==> src/rtl/note_track_scroller_if.sv <==
// Bus between the drum-game core and its surroundings: rate tick, run level,
// raw pads, pattern ROM lookup, and the track/score outputs to the display.
// master = environment (drives tick/run/pad/pat_data), slave = scroller core.
interface note_track_scroller_if #(
  parameter int LANES   = 4,
  parameter int DEPTH   = 16,
  parameter int PAT_LEN = 64
);
  logic                       tick;
  logic                       run;
  logic [LANES-1:0]           pad;
  logic [LANES-1:0]           pat_data;
  logic [$clog2(PAT_LEN)-1:0] pat_addr;
  logic [LANES*DEPTH-1:0]     track;
  logic [LANES-1:0]           hit;
  logic [15:0]                score;
  logic [7:0]                 combo;
  logic [7:0]                 misses;
  logic                       game_over;

  modport master (
    output tick, run, pad, pat_data,
    input  pat_addr, track, hit, score, combo, misses, game_over
  );

  modport slave (
    input  tick, run, pad, pat_data,
    output pat_addr, track, hit, score, combo, misses, game_over
  );
endinterface

==> src/rtl/note_track_scroller.sv <==
// Drum-game core: scrolls note columns down LANES lanes on each tick, loads
// row 0 from the pattern ROM, judges pad strikes in the bottom two rows, and
// keeps score/combo/miss counters. Ports: clk, rst_n, bus (slave modport).
module note_track_scroller #(
  parameter int LANES    = 4,
  parameter int DEPTH    = 16,
  parameter int PAT_LEN  = 64,
  parameter int MAX_MISS = 10
) (
  input  logic                  clk,
  input  logic                  rst_n,
  note_track_scroller_if.slave  bus
);
  localparam int AW = $clog2(PAT_LEN);
  localparam int TW = LANES * DEPTH;

  typedef enum logic [1:0] {IDLE, PLAY, OVER} state_t;

  state_t           state;
  logic [LANES-1:0] s1, s2, s3;
  logic [TW-1:0]    track_q;
  logic [AW-1:0]    pat_addr_q;
  logic [LANES-1:0] hit_q;
  logic [15:0]      score_q;
  logic [7:0]       combo_q;
  logic [7:0]       misses_q;
  logic             game_over_q;

  logic [LANES-1:0] strike;
  logic [LANES-1:0] hit_nxt;
  logic [TW-1:0]    post;      // track after strike clears, before scroll
  logic [TW-1:0]    shifted;   // post-clear track scrolled down one row
  logic [15:0]      score_add;
  logic [7:0]       hit_cnt;
  logic [7:0]       miss_cnt;
  logic             wrong;
  logic [16:0]      score_sum;
  logic [15:0]      score_nxt;
  logic [8:0]       combo_sum;
  logic [7:0]       combo_inc;
  logic [8:0]       misses_sum;
  logic [7:0]       misses_nxt;

  always_comb begin
    strike    = s2 & ~s3;
    post      = track_q;
    hit_nxt   = '0;
    score_add = '0;
    hit_cnt   = '0;
    miss_cnt  = '0;
    wrong     = 1'b0;
    shifted   = '0;

    // Judge on the pre-shift track; the bottom row takes precedence.
    for (int l = 0; l < LANES; l++) begin
      if (strike[l]) begin
        if (track_q[l*DEPTH + DEPTH-1]) begin
          post[l*DEPTH + DEPTH-1] = 1'b0;
          hit_nxt[l] = 1'b1;
          score_add  = score_add + 16'd2;
          hit_cnt    = hit_cnt + 8'd1;
        end else if (track_q[l*DEPTH + DEPTH-2]) begin
          post[l*DEPTH + DEPTH-2] = 1'b0;
          hit_nxt[l] = 1'b1;
          score_add  = score_add + 16'd1;
          hit_cnt    = hit_cnt + 8'd1;
        end else begin
          wrong = 1'b1;
        end
      end
    end

    // Scroll from the post-clear bitmap so a note hit this cycle is not missed.
    for (int l = 0; l < LANES; l++) begin
      miss_cnt = miss_cnt + {7'd0, post[l*DEPTH + DEPTH-1]};
      shifted[l*DEPTH +: DEPTH] = {post[l*DEPTH +: DEPTH-1], bus.pat_data[l]};
    end

    score_sum  = {1'b0, score_q} + {1'b0, score_add};
    score_nxt  = score_sum[16] ? 16'hFFFF : score_sum[15:0];
    combo_sum  = {1'b0, combo_q} + {1'b0, hit_cnt};
    combo_inc  = combo_sum[8] ? 8'hFF : combo_sum[7:0];
    misses_sum = {1'b0, misses_q} + {1'b0, miss_cnt};
    misses_nxt = (misses_sum >= 9'(MAX_MISS)) ? 8'(MAX_MISS) : misses_sum[7:0];
  end

  always_ff @(posedge clk or negedge rst_n) begin
    if (!rst_n) begin
      state       <= IDLE;
      s1          <= '0;
      s2          <= '0;
      s3          <= '0;
      track_q     <= '0;
      pat_addr_q  <= '0;
      hit_q       <= '0;
      score_q     <= '0;
      combo_q     <= '0;
      misses_q    <= '0;
      game_over_q <= 1'b0;
    end else begin
      // Pad synchronizer runs in every state so edges are never stale on entry.
      s1    <= bus.pad;
      s2    <= s1;
      s3    <= s2;
      hit_q <= '0;

      case (state)
        IDLE: begin
          if (bus.run) begin
            state      <= PLAY;
            track_q    <= '0;
            pat_addr_q <= '0;
            score_q    <= '0;
            combo_q    <= '0;
            misses_q   <= '0;
          end
        end

        PLAY: begin
          if (!bus.run) begin
            state <= IDLE;
          end else if (misses_q == 8'(MAX_MISS)) begin
            // Game ends here; nothing else moves from this edge on.
            state       <= OVER;
            game_over_q <= 1'b1;
          end else begin
            hit_q   <= hit_nxt;
            score_q <= score_nxt;
            combo_q <= wrong ? 8'd0 : combo_inc;
            if (bus.tick) begin
              track_q    <= shifted;
              pat_addr_q <= pat_addr_q + AW'(1);
              misses_q   <= misses_nxt;
              // A miss clears combo even if another lane hit this cycle.
              if (miss_cnt != 8'd0) combo_q <= 8'd0;
            end else begin
              track_q <= post;
            end
          end
        end

        OVER: begin
          if (!bus.run) begin
            state       <= IDLE;
            game_over_q <= 1'b0;
          end
        end

        default: begin
          state       <= IDLE;
          game_over_q <= 1'b0;
        end
      endcase
    end
  end

  assign bus.track     = track_q;
  assign bus.pat_addr  = pat_addr_q;
  assign bus.hit       = hit_q;
  assign bus.score     = score_q;
  assign bus.combo     = combo_q;
  assign bus.misses    = misses_q;
  assign bus.game_over = game_over_q;
endmodule

==> src/flat_wrapper.sv <==
// flat-port wrapper written by rule: the top's interface ports become plain ports
module note_track_scroller_flat 
#(
  parameter int LANES    = 4,
  parameter int DEPTH    = 16,
  parameter int PAT_LEN  = 64,
  parameter int MAX_MISS = 10
)
  (clk, rst_n, bus_tick, bus_run, bus_pad, bus_pat_data, bus_pat_addr, bus_track, bus_hit, bus_score, bus_combo, bus_misses, bus_game_over);
  note_track_scroller_if #(.LANES(LANES), .DEPTH(DEPTH), .PAT_LEN(PAT_LEN)) bus_i ();
  input  logic clk;
  input  logic rst_n;
  input wire logic [$bits(bus_i.tick)-1:0] bus_tick;
  input wire logic [$bits(bus_i.run)-1:0] bus_run;
  input wire logic [$bits(bus_i.pad)-1:0] bus_pad;
  input wire logic [$bits(bus_i.pat_data)-1:0] bus_pat_data;
  output wire logic [$bits(bus_i.pat_addr)-1:0] bus_pat_addr;
  output wire logic [$bits(bus_i.track)-1:0] bus_track;
  output wire logic [$bits(bus_i.hit)-1:0] bus_hit;
  output wire logic [$bits(bus_i.score)-1:0] bus_score;
  output wire logic [$bits(bus_i.combo)-1:0] bus_combo;
  output wire logic [$bits(bus_i.misses)-1:0] bus_misses;
  output wire logic [$bits(bus_i.game_over)-1:0] bus_game_over;
  assign bus_i.tick = bus_tick;
  assign bus_i.run = bus_run;
  assign bus_i.pad = bus_pad;
  assign bus_i.pat_data = bus_pat_data;
  assign bus_pat_addr = bus_i.pat_addr;
  assign bus_track = bus_i.track;
  assign bus_hit = bus_i.hit;
  assign bus_score = bus_i.score;
  assign bus_combo = bus_i.combo;
  assign bus_misses = bus_i.misses;
  assign bus_game_over = bus_i.game_over;
  note_track_scroller #(.LANES(LANES), .DEPTH(DEPTH), .PAT_LEN(PAT_LEN), .MAX_MISS(MAX_MISS)) u_core (.clk(clk), .rst_n(rst_n), .bus(bus_i));
endmodule
==> config.mk <==
export PLATFORM = sky130hd
export DESIGN_NAME = note_track_scroller_flat
export DESIGN_NICKNAME = d
export VERILOG_FILES = /design/src/rtl/note_track_scroller_if.sv /design/src/rtl/note_track_scroller.sv /design/src/flat_wrapper.sv
export SDC_FILE = /design/constraint.sdc
export NUM_CORES = 1
export LEC_CHECK = 0
export ABC_CLOCK_PERIOD_IN_PS = 10300
export CAP_MARGIN = 10
export CORE_AREA = 2 2 108 110
export CTS_BUF_LIST = sky130_fd_sc_hd__clkbuf_8
export DETAILED_ROUTE_END_ITERATION = 10
export DIE_AREA = 0 0 110 112
export MAX_ROUTING_LAYER = met4
export PLACE_DENSITY = 0.95
export SLEW_MARGIN = 5
export SYNTH_ARGS = -nofsm -noshare
export SYNTH_HDL_FRONTEND = slang
export SYNTH_SLANG_ARGS = --single-unit
==> constraint.sdc <==
create_clock -name clk -period 10.3 [get_ports clk]
set_input_delay 1.545 -clock clk [delete_from_list [all_inputs] [get_ports clk]]
set_output_delay 1.545 -clock clk [all_outputs]
set_load 0.02 [all_outputs]
==> impl_metrics.xml <==
<?xml version="1.0" encoding="UTF-8"?>
<metrics>
  <group name="setup_path">
    <metric name="timing.critical_path.required" unit="ns">10.62</metric>
    <metric name="crit_family" unit="">compound AO/OA/AOI/OAI gates</metric>
    <metric name="worstSetupEndpointType" unit="">register</metric>
    <metric name="cp.buffers_inverters" unit="">2</metric>
    <metric name="crit_path_frequent_cell" unit="">sky130_fd_sc_hd__ha_1</metric>
    <metric name="critical_path_arrival" unit="ns">5.59</metric>
    <metric name="max_stage_delay" unit="ns">0.51</metric>
    <metric name="class_of_the_most_critical_setup_path" unit="">reg -&gt; reg</metric>
    <metric name="critical_path.startpoint_type" unit="">register</metric>
    <metric name="cell_with_the_biggest_individual_delay_on_the_critical_path" unit="">sky130_fd_sc_hd__o211ai_2</metric>
    <metric name="critical_path.cell_chain" unit="">and3b_1 &gt; ha_1 &gt; a32oi_1 &gt; o211ai_2 &gt; ha_1 &gt; nand2_1 &gt; or3_1 &gt; mux2i_1 &gt; nor2_1 &gt; inv_1 &gt; ha_1 &gt; inv_1 &gt; nor3_1 &gt; o22a_1 &gt; a21oi_1 &gt; a221oi_1 &gt; ha_1 &gt; o21a_1 &gt; o31a_1 &gt; o211ai_2 &gt; o41ai_1 &gt; a221o_1</metric>
    <metric name="path_max_fanout" unit="">14</metric>
  </group>
  <group name="clock_tree">
    <metric name="cts_hold_buf" unit="">0</metric>
    <metric name="clkTransAtPathRegs" unit="ns">0.07</metric>
    <metric name="post_cts_buffers" unit="">0</metric>
    <metric name="cts.repair.resized" unit="">0</metric>
    <metric name="cell_chosen_for_the_clock_root" unit="">sky130_fd_sc_hd__clkbuf_8</metric>
    <metric name="cts_sink_count" unit="">121</metric>
    <metric name="clock_tree_from_tritoncts" unit="">done</metric>
    <metric name="clock_latency_at_the_later_pin_of_the_worst_skew_pair" unit="ns">0.45</metric>
    <metric name="clockBufferDepth" unit="">2</metric>
    <metric name="clock_tree.htree_level_count" unit="">4</metric>
    <metric name="cts_inserted_buffers" unit="">17</metric>
  </group>
  <group name="min_path">
    <metric name="class_of_the_most_critical_hold_timing_path" unit="">reg -&gt; reg</metric>
  </group>
  <group name="grt">
    <metric name="wire_length_of_the_first_global_routing_pass" unit="microns">26200</metric>
    <metric name="gr-usage-all-layers" unit="">0.283</metric>
    <metric name="antenna_violations_before_repair" unit="">0</metric>
    <metric name="first_global_vias" unit="">5317</metric>
    <metric name="grtUsageMet2" unit="">0.433</metric>
    <metric name="grt-busiest-layer" unit="">met2</metric>
    <metric name="largest_net_degree_at_the_start_of_global_routing" unit="">86</metric>
    <metric name="met3_track_demand_over_resource_in_global_routing" unit="">0.0785</metric>
    <metric name="globalRouteMet1Util" unit="">0.361</metric>
    <metric name="grt_overflow" unit="">0</metric>
  </group>
  <group name="cells_and_area">
    <metric name="fraction_of_final_layout_cells_with_drive_strength_greater_than_1" unit="">0.0823</metric>
    <metric name="final_nets" unit="">730</metric>
    <metric name="area_growth" unit="%">27.0</metric>
    <metric name="num-fill-cells" unit="">782</metric>
    <metric name="num_antenna_cells" unit="">0</metric>
  </group>
  <group name="die">
    <metric name="fp.coreArea" unit="sq um">11200</metric>
    <metric name="row_count" unit="">39</metric>
    <metric name="floorplan.die.height" unit="microns">112</metric>
    <metric name="ios" unit="">119</metric>
    <metric name="initial_utilization" unit="">0.565</metric>
    <metric name="die_area" unit="sq um">12300</metric>
    <metric name="chipWidth" unit="microns">110</metric>
  </group>
  <group name="timing">
    <metric name="setup-tns-final" unit="ns">0</metric>
    <metric name="timing.fmax" unit="MHz">190</metric>
    <metric name="timing_hold_violations_final" unit="">0</metric>
    <metric name="finalHoldWorstSlack" unit="ns">0.355</metric>
    <metric name="layout_min_cycle_time" unit="ns">5.27</metric>
    <metric name="final.setup_skew" unit="ns">0.00769</metric>
    <metric name="worst_slew_margin_rel" unit="">0.282</metric>
    <metric name="grt_setup_unrepaired" unit="">no</metric>
    <metric name="setup-violations-final" unit="">0</metric>
    <metric name="post_route_setup_slack" unit="ns">5.03</metric>
    <metric name="timing.final.crit_share" unit="">0.511</metric>
    <metric name="tightest_slew" unit="ns">1.07</metric>
    <metric name="number_of_pins_exceeding_their_max_slew_limit_in_the_final_report" unit="">0</metric>
  </group>
  <group name="yosys">
    <metric name="postSynth.asyncResetShare" unit="">1.00</metric>
    <metric name="synth_flop_cell" unit="">sky130_fd_sc_hd__dfrtp_1</metric>
    <metric name="syn_inst" unit="">584</metric>
    <metric name="count_of_flip_flops_with_a_built_in_enable_after_synthesis" unit="">0</metric>
    <metric name="part_of_the_yosys_area_used_for_sequential_elements" unit="">0.480</metric>
    <metric name="synth_top_area_frac" unit="">0.480</metric>
    <metric name="ys_seq_elements" unit="">121</metric>
    <metric name="synth_top_cells_by_count" unit="">sky130_fd_sc_hd__dfrtp_1, sky130_fd_sc_hd__a22o_1, sky130_fd_sc_hd__nand2_1, sky130_fd_sc_hd__o21ai_0, sky130_fd_sc_hd__nor2_1</metric>
    <metric name="synthesis.area" unit="sq um">6310</metric>
    <metric name="synth_cell_type_count" unit="">74</metric>
    <metric name="synth.largest_area_cell" unit="">sky130_fd_sc_hd__dfrtp_1</metric>
    <metric name="synth.net_count" unit="">622</metric>
    <metric name="synth_most_common_cell" unit="">sky130_fd_sc_hd__dfrtp_1</metric>
    <metric name="postSynthAreaPerCell" unit="sq um">10.8</metric>
    <metric name="synthesis_warning_total" unit="">0</metric>
    <metric name="yosys-top-cells-area" unit="">sky130_fd_sc_hd__dfrtp_1, sky130_fd_sc_hd__a22o_1, sky130_fd_sc_hd__ha_1</metric>
  </group>
  <group name="route">
    <metric name="first_iter_violations" unit="">364</metric>
    <metric name="routed_antenna_nets" unit="">0</metric>
    <metric name="vias" unit="">5268</metric>
    <metric name="drt_wl_total" unit="microns">16200</metric>
    <metric name="detail_route.wl_per_cell" unit="microns">19.1</metric>
    <metric name="drcViolationCount" unit="">0</metric>
    <metric name="drt_pass1_iterations" unit="">6</metric>
    <metric name="vias_per_cell" unit="">6.21</metric>
  </group>
  <group name="run_status">
    <metric name="outcome" unit="">completed</metric>
  </group>
  <group name="placed_design">
    <metric name="dp_slack" unit="ns">5.12</metric>
    <metric name="detailed_placement_hpwl" unit="microns">10800</metric>
    <metric name="gp_routability_congestion" unit="">0.943</metric>
    <metric name="numPortBuffers" unit="">118</metric>
  </group>
  <group name="power_and_ir_drop">
    <metric name="peakVddDrop" unit="mV">0.113</metric>
    <metric name="pwr_cell_area" unit="nW/um^2">132</metric>
    <metric name="leakagePower" unit="nW">3.61</metric>
  </group>
  <group name="flow_run">
    <metric name="timing.max_cap.violations" unit="">0</metric>
  </group>
</metrics>
[worst paths after layout]
check | from | end | slack (ns) | depth (start not counted)
max in group asynchronous | rst_n | u_core.bus.track[14]$_DFFE_PN0P_ | 7.86 | 2
hold / removal | u_core.s1[1]$_DFF_PN0_ | u_core.s2[1]$_DFF_PN0_ | 0.36 | 0
min in group asynchronous | rst_n | u_core.bus.score[7]$_DFFE_PN0P_ | 1.06 | 1
setup / recovery | u_core.bus.track[15]$_DFFE_PN0P_ | u_core.bus.score[15]$_DFFE_PN0P_ | 5.03 | 22
hold reg to reg | u_core.s1[1]$_DFF_PN0_ | u_core.s2[1]$_DFF_PN0_ | 0.36 | 0
setup reg to reg | u_core.bus.track[15]$_DFFE_PN0P_ | u_core.bus.score[15]$_DFFE_PN0P_ | 5.03 | 22
[cell families after synthesis]
| group | count (synthesis) | synth area share |
|---|---|---|
| AO/OA/AOI/OAI | 208 | 0.249 |
| AND/OR/NAND/NOR | 152 | 0.137 |
| buffers and inverters | 50 | 0.0371 |
| adder cells (fa/ha/maj) | 26 | 0.0563 |
| XOR/XNOR | 20 | 0.0289 |
| flip-flops | 121 | 0.480 |
| multiplexers | 7 | 0.0123 |
[layer usage]
metal  part of all wire  vias to the layer above
met5                  0                        -
met4              0.014                        0
met3              0.068                       24
met2               0.50                      192
met1               0.42                     2639
li1                   -                     2413
[flip-flops by register name (all words and copies together) (netlist names)]
| name | count |
|---|---|
| u_core.s1 | 4 |
| u_core.bus.pat_addr | 6 |
| u_core.bus.misses | 8 |
| u_core.bus.track | 64 |
| u_core.bus.hit | 4 |
| u_core.bus.game_over | 1 |
| u_core.bus.combo | 8 |
| u_core.bus.score | 16 |
| u_core.s2 | 4 |
| u_core.s3 | 4 |
| u_core.state | 2 |
[placed cells by master (no fill, tap or decap), types with 6 or more instances in the layout]
master	instances
sky130_fd_sc_hd__nand3_1	8
sky130_fd_sc_hd__a22o_1	69
sky130_fd_sc_hd__clkbuf_8	21
sky130_fd_sc_hd__nor2b_1	10
sky130_fd_sc_hd__a21oi_1	16
sky130_fd_sc_hd__ha_1	22
sky130_fd_sc_hd__xor2_1	14
sky130_fd_sc_hd__and2_1	11
sky130_fd_sc_hd__nand2b_1	6
sky130_fd_sc_hd__nand2_1	43
sky130_fd_sc_hd__o21ai_0	41
sky130_fd_sc_hd__inv_1	19
sky130_fd_sc_hd__o2111ai_1	6
sky130_fd_sc_hd__a21o_1	15
sky130_fd_sc_hd__nor3_1	9
sky130_fd_sc_hd__nor2_1	24
sky130_fd_sc_hd__clkdlybuf4s50_1	117
sky130_fd_sc_hd__dfrtp_1	121
[stage by stage]
stage | util | instance area (sq um) | total power [mW] | std cells
6_report | 0.718 | 8020 | 1.05 | 848
5_1_grt | 0.718 | 8020 | 1.09 | 848
4_1_cts | 0.718 | 8020 | 1.06 | 848
3_5_place_dp | 0.675 | 7540 | 0.550 | 816
3_3_place_gp | 0.675 | 7540 | 0.548 | 816
2_1_floorplan | - | 6310 | 0.524 | 584
[where the power goes]
group	internal, mW	switching, mW	total, mW	leakage (nW)
logic	0.0172	0.0385	0.0557	1.72
registers	0.480	0.00498	0.485	1.66
clock network	0.314	0.200	0.514	0.240
total	0.811	0.243	1.05	3.61
[cell type report]
type / count / area [sq um] / area share
Multi-Input combinational cell: 413 / 3060 / 0.382
Sequential cell: 121 / 3030 / 0.378
Timing Repair Buffer: 121 / 1200 / 0.150
Clock buffer: 21 / 289 / 0.0360
Clock inverter: 11 / 191 / 0.0239
Tap cell: 143 / 179 / 0.0223
Inverter: 18 / 67.6 / 0.00843
(Power assumes the default switching activity.)
